**config.mk**
```make
export PLATFORM = sky130hd
export DESIGN_NAME = segdecode_spi_master
export DESIGN_NICKNAME = d
export VERILOG_FILES = /design/src/rtl/segdecode_pkg.sv /design/src/rtl/segdecode_autoscan.sv /design/src/rtl/segdecode_spi_master.sv
export SDC_FILE = /design/constraint.sdc
export NUM_CORES = 1
export LEC_CHECK = 0
export CORE_MARGIN = 3
export CORE_UTILIZATION = 40
export CTS_CLUSTER_SIZE = 16
export DETAILED_ROUTE_END_ITERATION = 8
export SYNTH_ARGS = -nofsm -noshare
export SYNTH_HDL_FRONTEND = slang
export SYNTH_HIERARCHICAL = 1
export SYNTH_SLANG_ARGS = --single-unit
export TNS_END_PERCENT = 50
```
**constraint.sdc**
```tcl
create_clock -name clk -period 2.34 [get_ports clk]
set_input_delay 0.468 -clock clk [delete_from_list [all_inputs] [get_ports clk]]
set_output_delay 0.468 -clock clk [all_outputs]
set_load 0.01 [all_outputs]
```
**src/rtl/segdecode_pkg.sv**
```systemverilog
// Shared definitions for the SegDecode SPI initiator: FSM states, frame
// field positions, frame length and a frame composition helper.
package segdecode_pkg;

    typedef enum logic [2:0] {
        ST_IDLE     = 3'd0,
        ST_SETUP    = 3'd1,
        ST_SHIFT_LO = 3'd2,
        ST_SHIFT_HI = 3'd3,
        ST_HOLD     = 3'd4,
        ST_SETTLE   = 3'd5
    } seg_state_e;

    localparam int COL_MSB = 7;
    localparam int COL_LSB = 6;
    localparam int SCR_MSB = 5;
    localparam int SCR_LSB = 4;
    localparam int DIG_MSB = 3;
    localparam int DIG_LSB = 0;

    localparam int PHASES_PER_FRAME = 19;
    localparam int DEFAULT_CLK_DIV  = 4;

    // Builds a command frame from keypad column, screen select and hex digit.
    function automatic logic [7:0] compose_frame(input logic [1:0] col,
                                                 input logic [1:0] scr,
                                                 input logic [3:0] dig);
        logic [7:0] frame;
        frame                  = 8'h00;
        frame[COL_MSB:COL_LSB] = col;
        frame[SCR_MSB:SCR_LSB] = scr;
        frame[DIG_MSB:DIG_LSB] = dig;
        return frame;
    endfunction

endpackage

```
**src/rtl/segdecode_autoscan.sv**
```systemverilog
// Autoscan helper: walks the four screens/columns, composes the frame for
// the current index and records the keypad result of each scan frame.
// Only instantiated when SEGDECODE_AUTOSCAN_EN is defined.
module segdecode_autoscan
    import segdecode_pkg::*;
(
    input  logic        clk,
    input  logic        rst,
    input  logic        scan_en,
    input  logic [15:0] digits,
    input  logic        scan_accept,
    input  logic        done,
    input  logic        key_n,
    output logic        scan_req,
    output logic [7:0]  scan_byte,
    output logic [3:0]  key_state
);

    logic [1:0] idx_r;
    logic       pending_r;
    logic [3:0] key_state_r;
    logic       frame_done_s;
    logic [1:0] idx_s;
    logic [3:0] digit_s;

    // A scan frame finishing advances the index in the same cycle, so a frame
    // accepted on the done cycle already uses the next index.
    always_comb begin
        frame_done_s = done & pending_r;
        if (frame_done_s) begin
            idx_s = idx_r + 2'd1;
        end else begin
            idx_s = idx_r;
        end
    end

    // Select the hex digit belonging to the index being issued.
    always_comb begin
        digit_s = 4'h0;
        case (idx_s)
            2'd0:    digit_s = digits[3:0];
            2'd1:    digit_s = digits[7:4];
            2'd2:    digit_s = digits[11:8];
            2'd3:    digit_s = digits[15:12];
            default: digit_s = 4'h0;
        endcase
    end

    assign scan_req  = scan_en;
    assign scan_byte = compose_frame(idx_s, idx_s, digit_s);
    assign key_state = key_state_r;

    // Index, in-flight flag and pressed-key capture (active-high pressed).
    always_ff @(posedge clk or posedge rst) begin
        if (rst) begin
            idx_r       <= 2'd0;
            pending_r   <= 1'b0;
            key_state_r <= 4'h0;
        end else begin
            idx_r <= idx_s;
            if (frame_done_s) begin
                key_state_r[idx_r] <= ~key_n;
            end
            if (scan_accept) begin
                pending_r <= 1'b1;
            end else if (frame_done_s) begin
                pending_r <= 1'b0;
            end
        end
    end

endmodule

```
**src/rtl/segdecode_spi_master.sv**
```systemverilog
// SPI initiator for the SegDecode display/keypad chip. Sends one 8-bit
// frame MSB-first framed by en, then samples the keypad return on miso.
// Optional feature macro: SEGDECODE_AUTOSCAN_EN (adds the screen scanner).
module segdecode_spi_master
    import segdecode_pkg::*;
#(
    parameter int CLK_DIV = DEFAULT_CLK_DIV
) (
    input  logic       clk,
    input  logic       rst,
    input  logic       start,
    input  logic [7:0] tx_byte,
    output logic       busy,
    output logic       done,
    output logic       key_n,
    output logic       sck,
    output logic       mosi,
    output logic       en,
    input  logic       miso
`ifdef SEGDECODE_AUTOSCAN_EN
    ,
    input  logic        scan_en,
    input  logic [15:0] digits,
    output logic [3:0]  key_state
`endif
);

    localparam logic [7:0] PHASE_LAST = 8'(CLK_DIV - 1);

    seg_state_e state_r, state_s;
    logic [7:0] phase_r, phase_s;
    logic [6:0] shift_r, shift_s;
    logic [2:0] bitcnt_r, bitcnt_s;
    logic       sck_r, sck_s;
    logic       mosi_r, mosi_s;
    logic       en_r, en_s;
    logic       busy_r, busy_s;
    logic       done_r, done_s;
    logic       key_n_r, key_n_s;
    logic       phase_last_s;
    logic       accept_s;
    logic [7:0] accept_byte_s;

`ifdef SEGDECODE_AUTOSCAN_EN
    logic       scan_req_s;
    logic [7:0] scan_byte_s;
    logic       scan_accept_s;

    segdecode_autoscan u_autoscan (
        .clk         (clk),
        .rst         (rst),
        .scan_en     (scan_en),
        .digits      (digits),
        .scan_accept (scan_accept_s),
        .done        (done_r),
        .key_n       (key_n_r),
        .scan_req    (scan_req_s),
        .scan_byte   (scan_byte_s),
        .key_state   (key_state)
    );
`endif

    assign phase_last_s = (phase_r == PHASE_LAST);

    // Frame acceptance in IDLE; an external start beats a scan request.
    always_comb begin
        accept_s      = 1'b0;
        accept_byte_s = tx_byte;
`ifdef SEGDECODE_AUTOSCAN_EN
        scan_accept_s = 1'b0;
`endif
        if (state_r == ST_IDLE) begin
            if (start) begin
                accept_s      = 1'b1;
                accept_byte_s = tx_byte;
            end
`ifdef SEGDECODE_AUTOSCAN_EN
            else if (scan_req_s) begin
                accept_s      = 1'b1;
                accept_byte_s = scan_byte_s;
                scan_accept_s = 1'b1;
            end
`endif
            else begin
                accept_s = 1'b0;
            end
        end else begin
            accept_s = 1'b0;
        end
    end

    // Single phase counter: every non-IDLE state lasts CLK_DIV cycles.
    always_comb begin
        if (state_r == ST_IDLE) begin
            phase_s = 8'd0;
        end else if (phase_last_s) begin
            phase_s = 8'd0;
        end else begin
            phase_s = phase_r + 8'd1;
        end
    end

    // Next state and next values of the registered SPI outputs.
    always_comb begin
        state_s  = state_r;
        shift_s  = shift_r;
        bitcnt_s = bitcnt_r;
        sck_s    = sck_r;
        mosi_s   = mosi_r;
        en_s     = en_r;
        busy_s   = busy_r;
        done_s   = 1'b0;
        key_n_s  = key_n_r;
        case (state_r)
            ST_IDLE: begin
                if (accept_s) begin
                    shift_s  = accept_byte_s[6:0];
                    mosi_s   = accept_byte_s[7];
                    bitcnt_s = 3'd7;
                    en_s     = 1'b1;
                    busy_s   = 1'b1;
                    sck_s    = 1'b0;
                    state_s  = ST_SETUP;
                end else begin
                    state_s = ST_IDLE;
                end
            end
            ST_SETUP: begin
                if (phase_last_s) begin
                    state_s = ST_SHIFT_LO;
                end else begin
                    state_s = ST_SETUP;
                end
            end
            ST_SHIFT_LO: begin
                if (phase_last_s) begin
                    sck_s   = 1'b1;
                    state_s = ST_SHIFT_HI;
                end else begin
                    state_s = ST_SHIFT_LO;
                end
            end
            ST_SHIFT_HI: begin
                if (phase_last_s) begin
                    sck_s = 1'b0;
                    if (bitcnt_r == 3'd0) begin
                        state_s = ST_HOLD;
                    end else begin
                        mosi_s   = shift_r[6];
                        shift_s  = {shift_r[5:0], 1'b0};
                        bitcnt_s = bitcnt_r - 3'd1;
                        state_s  = ST_SHIFT_LO;
                    end
                end else begin
                    state_s = ST_SHIFT_HI;
                end
            end
            ST_HOLD: begin
                if (phase_last_s) begin
                    en_s    = 1'b0;
                    state_s = ST_SETTLE;
                end else begin
                    state_s = ST_HOLD;
                end
            end
            ST_SETTLE: begin
                if (phase_last_s) begin
                    key_n_s = miso;
                    done_s  = 1'b1;
                    busy_s  = 1'b0;
                    mosi_s  = 1'b0;
                    state_s = ST_IDLE;
                end else begin
                    state_s = ST_SETTLE;
                end
            end
            default: begin
                state_s = ST_IDLE;
                sck_s   = 1'b0;
                mosi_s  = 1'b0;
                en_s    = 1'b0;
                busy_s  = 1'b0;
            end
        endcase
    end

    // State and output registers; reset returns the bus to idle immediately.
    always_ff @(posedge clk or posedge rst) begin
        if (rst) begin
            state_r  <= ST_IDLE;
            phase_r  <= 8'd0;
            shift_r  <= 7'd0;
            bitcnt_r <= 3'd0;
            sck_r    <= 1'b0;
            mosi_r   <= 1'b0;
            en_r     <= 1'b0;
            busy_r   <= 1'b0;
            done_r   <= 1'b0;
            key_n_r  <= 1'b1;
        end else begin
            state_r  <= state_s;
            phase_r  <= phase_s;
            shift_r  <= shift_s;
            bitcnt_r <= bitcnt_s;
            sck_r    <= sck_s;
            mosi_r   <= mosi_s;
            en_r     <= en_s;
            busy_r   <= busy_s;
            done_r   <= done_s;
            key_n_r  <= key_n_s;
        end
    end

    assign sck   = sck_r;
    assign mosi  = mosi_r;
    assign en    = en_r;
    assign busy  = busy_r;
    assign done  = done_r;
    assign key_n = key_n_r;

endmodule

```
# Word level (Yosys, flattened, before mapping)
# Index checks and enable logic that the tools add are counted.
# word_totals
mem_bits_rw	0
latch_bits	0
regBits	27
in_bits	12
elab_cells	74
mem_bits_ro	0
n_memories	0
# classes
bitwise_logic	4
add_sub_neg	2
mul	0
n_mux	33
magnitude_cmp	0
n_reduce_logical	13
shifts	0
div_mod_pow	0
eq_ne	12
# ops
op	count
$mux 7	3
$mux 3	6
$pmux 3 s6	1
$mux 8	2
$mux 1	14
$pmux 7 s2	1
$ne 2x2->1 const B	6
$add 8x1->8 const B	1
$eq 8x2->1 const B	1
$pmux 1 s4	2
$reduce_and 4->1	2
$reduce_or 4->1	2
$eq 3x2->1 const B	2
$eq 3x3->1 const B	2
$logic_not 3->1	2
$pmux 1 s3	2
$pmux 3 s2	1
$reduce_and 3->1	2
$reduce_or 3->1	2
$reduce_and 5->1	1
$not 1->1	4
$eq 3x1->1 const B	1
$sub 3x1->3 const B	1
$mux 2	1
other kinds (2)	2

# Depth between registers and ports, before layout
# Gate-level depths: netlist of the first run.
# logic_depth
depth_word	4
ltp_mapped	6

# Least setup slack after synthesis of the first run
# No wires, ideal clock.
# synth_path
path_type	register to register
startpoint	register phase_r[0]
endpoint	register bitcnt_r[0]
t_required_ps	2215
arrival_ps	1673
path_stages_with_launch	6
setup_slack_ps	542
setup_ps	125
cell_sequence	dfrtp_1 > ha_1 > nor3b_1 > nand3_1 > a2bb2oi_4 > mux2_2
# synth_between
elab_chain_len	3
# synth_rtl
element	line_no	rtl
start, declared	segdecode_spi_master.sv:31	logic [7:0] phase_r, phase_s;
start signal, assigned	segdecode_spi_master.sv:202	phase_r <= phase_s;
$eq 8x2->1	segdecode_spi_master.sv:63	assign phase_last_s = (phase_r == PHASE_LAST);
$ne 2x2->1 (no line)	n/a	
$reduce_and 4->1 (no line)	n/a	
end signal, assigned	segdecode_spi_master.sv:204	bitcnt_r <= bitcnt_s;
end, declared	segdecode_spi_master.sv:33	logic [2:0] bitcnt_r, bitcnt_s;
# No other way between the ends.
# A chain may end at the register's enable or synchronous reset.

# Worst setup path after layout of the first run
# layout_path
startpoint	register state_r[1]
endpoint	register shift_r[2]
# layout_between
elab_chain_len	4
# layout_rtl
element	line_no	rtl
start, declared	segdecode_spi_master.sv:30	seg_state_e state_r, state_s;
start signal, assigned	segdecode_spi_master.sv:201	state_r <= state_s;
$logic_not 3->1	segdecode_spi_master.sv:72, segdecode_spi_master.sv:114	
$mux 1	segdecode_spi_master.sv:72	if (state_r == ST_IDLE) begin
$ne 2x2->1 (no line)	n/a	
$reduce_and 4->1 (no line)	n/a	
end signal, assigned	segdecode_spi_master.sv:203	shift_r <= shift_s;
end, declared	segdecode_spi_master.sv:32	logic [6:0] shift_r, shift_s;
# Several ways; a longest one is shown, not always the timed one.

==> results of run 1 <==
==> worst max-delay path, stage by stage (launching register included) <==
cell,delay (ps)
dfrtp_1,660
and3b_1,390
nand3_1,180
a2bb2oi_4,330
mux2_2,380
==> cell usage after synthesis (2+ instances only) <==
| library cell | n | share of area, % |
|---|---|---|
| and3b_1 | 2 | 1.3 |
| xnor2_1 | 3 | 1.9 |
| xor2_1 | 3 | 1.9 |
| dfrtp_1 | 26 | 46 |
| a21oi_1 | 4 | 1.4 |
| ha_1 | 3 | 2.7 |
| nor2_1 | 9 | 2.4 |
| nand3_1 | 5 | 1.8 |
| clkbuf_1 | 3 | 0.80 |
| a22o_1 | 2 | 1.3 |
| nand2_1 | 9 | 2.4 |
| mux2_2 | 17 | 14 |
| and2_2 | 2 | 1.1 |
| or3_1 | 2 | 0.89 |
| inv_1 | 5 | 1.3 |
| nor2b_1 | 2 | 0.89 |
| nor3_1 | 4 | 1.4 |
| and3_1 | 3 | 1.3 |
| o21ai_0 | 7 | 2.5 |
==> placed cells by master, fill, tap and decap left out, drive strengths merged, types with 3 or more instances in the layout <==
cell type / n
dfrtp: 26
mux2: 17
clkdlybuf4s50: 17
nand2: 9
nor2: 9
o21ai: 7
nand3: 5
inv: 5
nor3: 4
a21oi: 4
buf: 4
and3: 4
clkbuf: 4
xor2: 3
xnor2: 3
ha: 3
and2: 3
==> registers in the layout, indices dropped and copies added (netlist names) <==
register  count
bitcnt_r      3
busy          1
done          1
en            1
key_n         1
mosi          1
phase_r       8
sck           1
shift_r       7
state_r       3
==> cells by family (layout without fill, tap and decap cells) <==
family / count (synthesis) / count (layout)
simple gates: 45 / 45
flops: 27 / 27
compound gates: 20 / 20
mux: 17 / 17
buf+inv: 9 / 30
xor+xnor: 6 / 6
fa+ha+maj: 3 / 3
==> power groups by stage <==
stage | clock (W) | sequential [W] | combinational, W
after detailed placement | 0 | 0.000808 | 0.000754
after global routing | 0.000237 | 0.000829 | 0.000847
after global placement | 0 | 0.000799 | 0.000736
after floorplan | 0 | 0.000752 | 0.000606
final | 0.000209 | 0.000798 | 0.000750
after CTS | 0.000218 | 0.000798 | 0.000759
==> per-layer routing <==
metal | global-route usage [%] | wire length [um] | vias to the layer above
li1 | - | - | 488
met1 | 18.1 | 1190 | 475
met2 | 22.3 | 1200 | 17
met3 | 2.22 | 96 | 7
met4 | 6.74 | 63 | 0
met5 | 0 | 0 | -
==> layout make-up <==
cell class	count	area [sq um]
inverters	5	18.8
fillers	319	1540
repair buffers	21	200
multi-input cells	91	689
flip-flops and latches	27	677
well taps	44	55.1
clock buffers	4	26.3
==> final timing paths <==
check                                          to  slack, ps  cells after the start
max in group asynchronous       key_n$_DFFE_PP1P_       1580                      3
min in group clk           shift_r[5]$_DFFE_PP0P_        520                      1
max reg2reg                shift_r[2]$_DFFE_PP0P_        280                      4
min reg2reg                shift_r[5]$_DFFE_PP0P_        520                      1
max                        shift_r[2]$_DFFE_PP0P_        280                      4
min                        shift_r[4]$_DFFE_PP0P_        460                      3
==> per-stage QoR <==
stage | util [%] | setup WS [ps]
2_1_floorplan | - | 542
3_3_place_gp | 51.2 | 230
3_5_place_dp | 51.2 | 201
4_1_cts | 52.0 | 294
5_1_grt | 52.0 | 119
6_report | 52.0 | 279
==> impl_metrics.tcl, run 1 <==
set metrics [dict create \
    worstPathArrival_ps 2290 \
    ys_ff_latch 27 \
    ant_nets 0 \
    hold_class "input port to asynchronous set/reset pin" \
    synth_seq_area_share_pct 48.3 \
    drc_errors 0 \
    cts_setup_buffers 0 \
    tns_ps 0 \
    cts_tree "done" \
    routed_wl_mm 2.55 \
    die-width_um 65.2 \
    p_comb_share_pct 42.7 \
    synth_xor_area_share_pct 3.75 \
    cts-root-buf "clkbuf_4" \
    vias_per_cell 5.14 \
    synthMuxAreaShare_pct 13.7 \
    cts_resized 0 \
    grt_max_degree 28 \
    synth_ff_type "dfrtp_1" \
    critPathKind "flip-flop to flip-flop" \
    crit_path_start_kind "flip-flop" \
    rsz0062_at_grt "no" \
    gp_congestion 0.795 \
    overflow 0 \
    p_leak_nw 0.709 \
    hold_buffers 0 \
    fin_skew_ps 13.7 \
    placed_area_sq_mm 0.00164 \
    dr.pass1.iters 4 \
    yosysWarnings 6 \
    vias 987 \
    stdcell_count 192 \
    cp.required_ps 2570 \
    portBuffers 17 \
    cts_made_buffers 3 \
    synth-compound-area-share_pct 10.8 \
    period_share_pct 88.1 \
    syn-cell-area_sq_mm 0.00140 \
    clk_latency_ps 340 \
    clock.fmax_mhz 485 \
    coreArea_sq_mm 0.00320 \
    grt_pass1_vias 991 \
    power.total_w 0.00176 \
    synth_top_family_by_area "simple AND/OR/NAND/NOR gates" \
    syn_inst 127 \
    io_pins 18 \
    reg2reg_from "state_r[1]$_DFF_PP0_" \
    finalInstanceArea_sq_mm 0.00167 \
    hold_violations 0 \
    die_h_um 65.2 \
    vdd_drop_max_uv 468 \
    path_max_fanout 16 \
    path_clk_slew_ps 150 \
    dieArea_sq_mm 0.00425 \
    rows 20 \
    swShare_pct 35.5 \
    period_needed_ps 2060 \
    first_iter_violations 66 \
    cts_sinks 27 \
    hpwlAfterDp_mm 1.83 \
    powerDensity_mw_per_mm2 1050 \
    grt_use_total_pct 13.9 \
    wl_per_cell_um 13.3 \
    syn-num-nets 142 \
    antenna_found_initial 0 \
    drv_slew 0 \
    synth_edf_count 0 \
    relSlewSlack_pct 69.1 \
    ys_types 35 \
    switchingPower_w 0.000623 \
    finalSetupViolCount 0 \
    synthAdderAreaFrac_pct 2.68 \
    drive_above_1_share_pct 22.3 \
    clockPowerShare_pct 11.9 \
    worst_setup_path_end_kind "flip-flop" \
    place_inst 188 \
    syn2layout_area_growth_pct 18.9 \
    fin_nets 164 \
    finalHoldWorstSlack_ps 465 \
    p_seq_share_pct 45.4 \
    drv_cap 0 \
    grt_pass1_wl_mm 4.58 \
    status "finished, final reports clean" \
    syn-mean-instance-area_sq_um 11.0 \
    critPathLaunch "state_r[1]$_DFF_PP0_" \
    async_flop_share_pct 100 \
    htree_levels 1 \
    p_int_w 0.00113 \
    max-clock-path-buffers 2 \
    num_antenna_cells 0 \
    synth-simple-area-share_pct 18.3 \
    worst_pin_slew_ps 463 \
    initial_core_util_pct 43.8 \
]
No activity file was read; power rests on OpenSTA's default activity.
==> run 2, diff against run 1 <==
--- a/config.mk
+++ b/config.mk
@@ -6,9 +6,10 @@
 export NUM_CORES = 1
 export LEC_CHECK = 0
 export CORE_MARGIN = 3
-export CORE_UTILIZATION = 40
+export CORE_UTILIZATION = 50
 export CTS_CLUSTER_SIZE = 16
 export DETAILED_ROUTE_END_ITERATION = 8
+export PLACE_DENSITY = 0.73
 export SYNTH_ARGS = -nofsm -noshare
 export SYNTH_HDL_FRONTEND = slang
 export SYNTH_HIERARCHICAL = 1
==> run 2 against run 1 <==
- core utilization increased by 12 points
- design area fell by 0.98%
- critical path depth stayed put
- clock-buffer cell count is 1 lower
- worst setup slack better by 130 ps
- first-iteration DRC count is 67% lower
==> impl_metrics.tcl, run 2 (synthesis gave the netlist of run 1 again) <==
set metrics [dict create \
    swShare_pct 35.7 \
    critPathKind "flip-flop to flip-flop" \
    drive_above_1_share_pct 23.0 \
    ant_nets 0 \
    grtUsageMet1_pct 22.8 \
    worst_pin_slew_ps 459 \
    hold_violations 0 \
    worstPathArrival_ps 2170 \
    portBuffers 17 \
    drv_slew 0 \
    relSlewSlack_pct 69.4 \
    period_share_pct 82.7 \
    fin_nets 164 \
    io_pins 18 \
    grt_max_degree 28 \
    first_iter_violations 22 \
    clockPowerShare_pct 11.8 \
    initial_core_util_pct 54.6 \
    cts-root-buf "clkbuf_4" \
    clock.fmax_mhz 516 \
    antenna_found_initial 0 \
    switchingPower_w 0.000629 \
    gp_congestion 0.708 \
    vias_per_cell 5.53 \
    powerDensity_mw_per_mm2 1070 \
    path_max_fanout 16 \
    period_needed_ps 1940 \
    final_common_cell "dfrtp_1" \
    cts_tree "done" \
    dr.pass1.iters 4 \
    coreArea_sq_mm 0.00257 \
    vias 985 \
    grt_use_met2_pct 27.4 \
    tns_ps 0 \
    rows 18 \
    grtUsageMet3_pct 2.85 \
    cts_made_buffers 3 \
    worst_setup_path_end_kind "flip-flop" \
    final_cell_mix "26 x dfrtp_1, 17 x mux2_2, 17 x clkdlybuf4s50_1" \
    htree_levels 1 \
    drc_errors 0 \
    vdd_drop_max_uv 664 \
    clk_latency_ps 340 \
    rsz0062_at_grt "no" \
    busiest_layer "met2" \
    largestRegisters "phase_r x8, shift_r x7" \
    p_leak_nw 0.712 \
    cts_sinks 27 \
    die-width_um 58.9 \
    p_int_w 0.00113 \
    cp.required_ps 2580 \
    hold_buffers 0 \
    grt_pass1_vias 978 \
    dieArea_sq_mm 0.00347 \
    routed_wl_mm 2.61 \
    cts_setup_buffers 0 \
    syn2layout_area_growth_pct 17.8 \
    largest_register_ff_count 8 \
    status "finished, final reports clean" \
    drv_cap 0 \
    hpwlAfterDp_mm 1.91 \
    finalHoldWorstSlack_ps 464 \
    grt_pass1_wl_mm 4.44 \
    p_comb_share_pct 42.7 \
    num_antenna_cells 0 \
    path_clk_slew_ps 150 \
    fin_skew_ps 7.90 \
    fin_ws_ps 404 \
    place_ws_ps 205 \
    hold_class "input port to asynchronous set/reset pin" \
    p_seq_share_pct 45.5 \
    cts_resized 0 \
    crit_path_start_kind "flip-flop" \
    max-clock-path-buffers 2 \
    grt_use_total_pct 17.2 \
    finalSetupViolCount 0 \
    overflow 0 \
    top_register "phase_r" \
    die_h_um 58.9 \
    wl_per_cell_um 14.7 \
]
-- run 2: cell count changes in the layout (fill, tap and decap cells not counted) --
cell,delta
clkinv_2,+1
clkbuf_1,-1
-- run 2: metal layers --
layer,vias to the layer above,wire [um]
li1,493,-
met5,-,0
met3,5,110
met1,468,1150
met4,0,53
met2,19,1300
-- run 2: final timing paths --
kind | startpoint | to | slack, ps | cells after the start
hold / removal | rst | phase_r[1]$_DFF_PP0_ | 460 | 3
max in group asynchronous | rst | key_n$_DFFE_PP1P_ | 1570 | 3
setup reg to reg | state_r[1]$_DFF_PP0_ | bitcnt_r[1]$_DFFE_PP0P_ | 400 | 4
setup / recovery | state_r[1]$_DFF_PP0_ | bitcnt_r[1]$_DFFE_PP0P_ | 400 | 4
min in group clk | shift_r[5]$_DFFE_PP0P_ | shift_r[5]$_DFFE_PP0P_ | 520 | 1
hold reg to reg | shift_r[5]$_DFFE_PP0P_ | shift_r[5]$_DFFE_PP0P_ | 520 | 1
-- run 2: critical path, stage by stage (launching register included) --
cell	delay [ps]
dfrtp_1	570
and3b_1	300
a21oi_1	280
a2bb2oi_4	310
mux2_2	380
-- run 2: area by class of cell --
class / instances / area [sq um]
fill: 218 / 917
clock buffer: 3 / 22.5
clock inverter: 1 / 5.00
inverter: 5 / 18.8
timing repair buffer: 21 / 200
multi-input combinational: 91 / 689
sequential: 27 / 677
tap: 30 / 37.5
-- run 2: through the flow --
stage | cells | power [W] | area [sq um] | util [%]
floorplan | 127 | 0.00136 | 1400 | -
global placement | 174 | 0.00153 | 1620 | 63.2
detailed placement | 174 | 0.00157 | 1620 | 63.2
CTS | 178 | 0.00178 | 1650 | 64.3
global route | 178 | 0.00191 | 1650 | 64.3
finish | 178 | 0.00176 | 1650 | 64.3
-- run 2: power groups by stage --
stage               sequential [W]  clock [W]  combinational, W
detailed placement        0.000810          0          0.000760
finish                    0.000801   0.000207          0.000753
CTS                       0.000799   0.000219          0.000764
global route              0.000827   0.000234          0.000845
floorplan                 0.000752          0          0.000606
global placement          0.000797          0          0.000732
==> run 3, diff against run 2 <==
==> constraint.sdc (replaced) <==
create_clock -name clk -period 1.8 [get_ports clk]
set_input_delay 0.36 -clock clk [delete_from_list [all_inputs] [get_ports clk]]
set_output_delay 0.36 -clock clk [all_outputs]
set_load 0.01 [all_outputs]
==> run 3 against run 2 <==
- via count up 8.8%
- sequential share of layout area is 4.7 points lower
- worst setup slack got worse by 380 ps
- critical endpoint is now shift_r[6]$_DFFE_PP0P_
- largest cell class unchanged
==> impl_metrics.tcl, run 3 (synthesis gave the netlist of run 1 again) <==
set metrics [dict create \
    drv_slew 0 \
    gp_congestion 0.742 \
    hold_violations 0 \
    cts-root-buf "clkbuf_4" \
    rows 18 \
    fin_skew_ps 10.5 \
    largestRegisters "phase_r x8, shift_r x7" \
    placed_area_sq_mm 0.00173 \
    reg2reg_from "bitcnt_r[1]$_DFFE_PP0P_" \
    cp.required_ps 2030 \
    vias 1072 \
    num_antenna_cells 0 \
    ant_nets 0 \
    worstPathArrival_ps 2010 \
    max-clock-path-buffers 2 \
    ff_latch_area_sq_um 679 \
    crit_path_start_kind "flip-flop" \
    critPathKind "flip-flop to flip-flop" \
    htree_levels 1 \
    critPathLaunch "bitcnt_r[1]$_DFFE_PP0P_" \
    grt_pass1_vias 1074 \
    hold_class "input port to asynchronous set/reset pin" \
    tns_ps 0 \
    period_needed_ps 1780 \
    die-width_um 58.9 \
    largest_register_ff_count 8 \
    hpwlAfterDp_mm 2.23 \
    top_layer "met4" \
    finalSetupViolCount 0 \
    worst_setup_path_end_kind "flip-flop" \
    power.total_w 0.00266 \
    dieArea_sq_mm 0.00347 \
    rsz0062_at_grt "yes" \
    status "finished, final reports clean" \
    clk_latency_ps 340 \
    final_cell_mix "24 x dfrtp_1, 20 x buf_4, 16 x clkdlybuf4s50_1" \
    syn2layout_area_growth_pct 33.4 \
    relSlewSlack_pct 74.3 \
    worst_pin_slew_ps 383 \
    grt_pass1_wl_mm 4.93 \
    fin_nets 181 \
    fillerInstances 185 \
    finalInstanceArea_sq_mm 0.00187 \
    multi_input_area_sq_um 781 \
    first_iter_violations 10 \
    drt-met1-wl_mm 1.34 \
    top_register "phase_r" \
    grt_use_total_pct 19.3 \
    overflow 0 \
    dr_wl_met2_mm 1.60 \
    clock.fmax_mhz 562 \
    p_leak_nw 0.826 \
    initial_core_util_pct 54.6 \
    grt_max_degree 17 \
    routed_wl_mm 3.09 \
    antenna_found_initial 0 \
    portBuffers 17 \
    path_max_fanout 5 \
    drive_above_1_share_pct 37.6 \
    drv_cap 0 \
    die_h_um 58.9 \
    vdd_drop_max_uv 994 \
    io_pins 18 \
    period_share_pct 98.9 \
    coreArea_sq_mm 0.00257 \
    wl_per_cell_um 15.8 \
    powerDensity_mw_per_mm2 1420 \
    final_common_cell "dfrtp_1" \
    cts_made_buffers 3 \
    vias_per_cell 5.50 \
    drc_errors 0 \
    path_clk_slew_ps 160 \
    cts_tree "done" \
    routed-wl-met3_um 83 \
    cts_sinks 27 \
    dr.pass1.iters 4 \
]
run 3: cell types whose count changed in the layout (fill, tap and decap cells not counted), moves of 2 or more:
cell / previous run / this run
dfrtp_2: 0 / 2
mux2_4: 0 / 5
dfrtp_1: 26 / 24
inv_2: 0 / 2
buf_4: 4 / 20
mux2_2: 17 / 12
inv_1: 5 / 3
run 3: layout make-up:
type / count / share of cell area, %
timing repair buffer: 37 / 17.3
inverter: 5 / 1.00
sequential: 27 / 36.3
multi-input combinational: 92 / 41.8
clock inverter: 1 / 0.402
clock buffer: 3 / 1.20
tap: 30 / 2.01
run 3: worst paths after layout:
kind	slack, ps	cells after the start	end
max	20	6	shift_r[6]$_DFFE_PP0P_
min in group clk	530	1	shift_r[2]$_DFFE_PP0P_
max in group asynchronous	1110	3	state_r[0]$_DFF_PP0_
min	230	2	phase_r[3]$_DFF_PP0_
min reg2reg	530	1	shift_r[2]$_DFFE_PP0P_
max reg2reg	20	6	shift_r[6]$_DFFE_PP0P_
run 3: power breakdown:
part / switching (W) / total, W / internal (W) / leakage (nW)
registers: 0.000195 / 0.00102 / 0.000827 / 0.316
logic: 0.000572 / 0.00136 / 0.000789 / 0.496
clock network: 0.000189 / 0.000274 / 0.0000852 / 0.0139
total: 0.000956 / 0.00266 / 0.00170 / 0.826
run 3: stage by stage:
stage / hold WS [ps] / utilization (%) / setup WS (ps) / std cells
final: 230 / 72.8 / 19.4 / 195
after detailed placement: 491 / 67.3 / -228 / 188
after floorplan: 412 / - / 2.00 / 127
after global placement: 485 / 67.3 / -175 / 188
after global routing: 243 / 72.8 / -47.6 / 195
after CTS: 227 / 70.5 / 5.91 / 194
run 3: routing by layer:
layer  track usage, %  vias to the layer above
met5                0                        -
met4             9.71                        0
met3             2.63                        6
met2             33.3                       18
met1             23.3                      518
li1                 -                      530
run 3: worst max-delay path, stage by stage, from the launching register on:
cell and delay [ps]:
dfrtp_1 390, inv_2 70, ha_4 160, and3b_2 220, a21oi_4 240, a2bb2oi_4 290
mux2_4 330
run 3: repair_timing:
action,in CTS,in global routing
pin swaps,2,3
gates resized for setup,5,15
endpoints found under the setup margin,9,12
hold buffers,0,0
cloned,1,0
buffers inserted,1,1
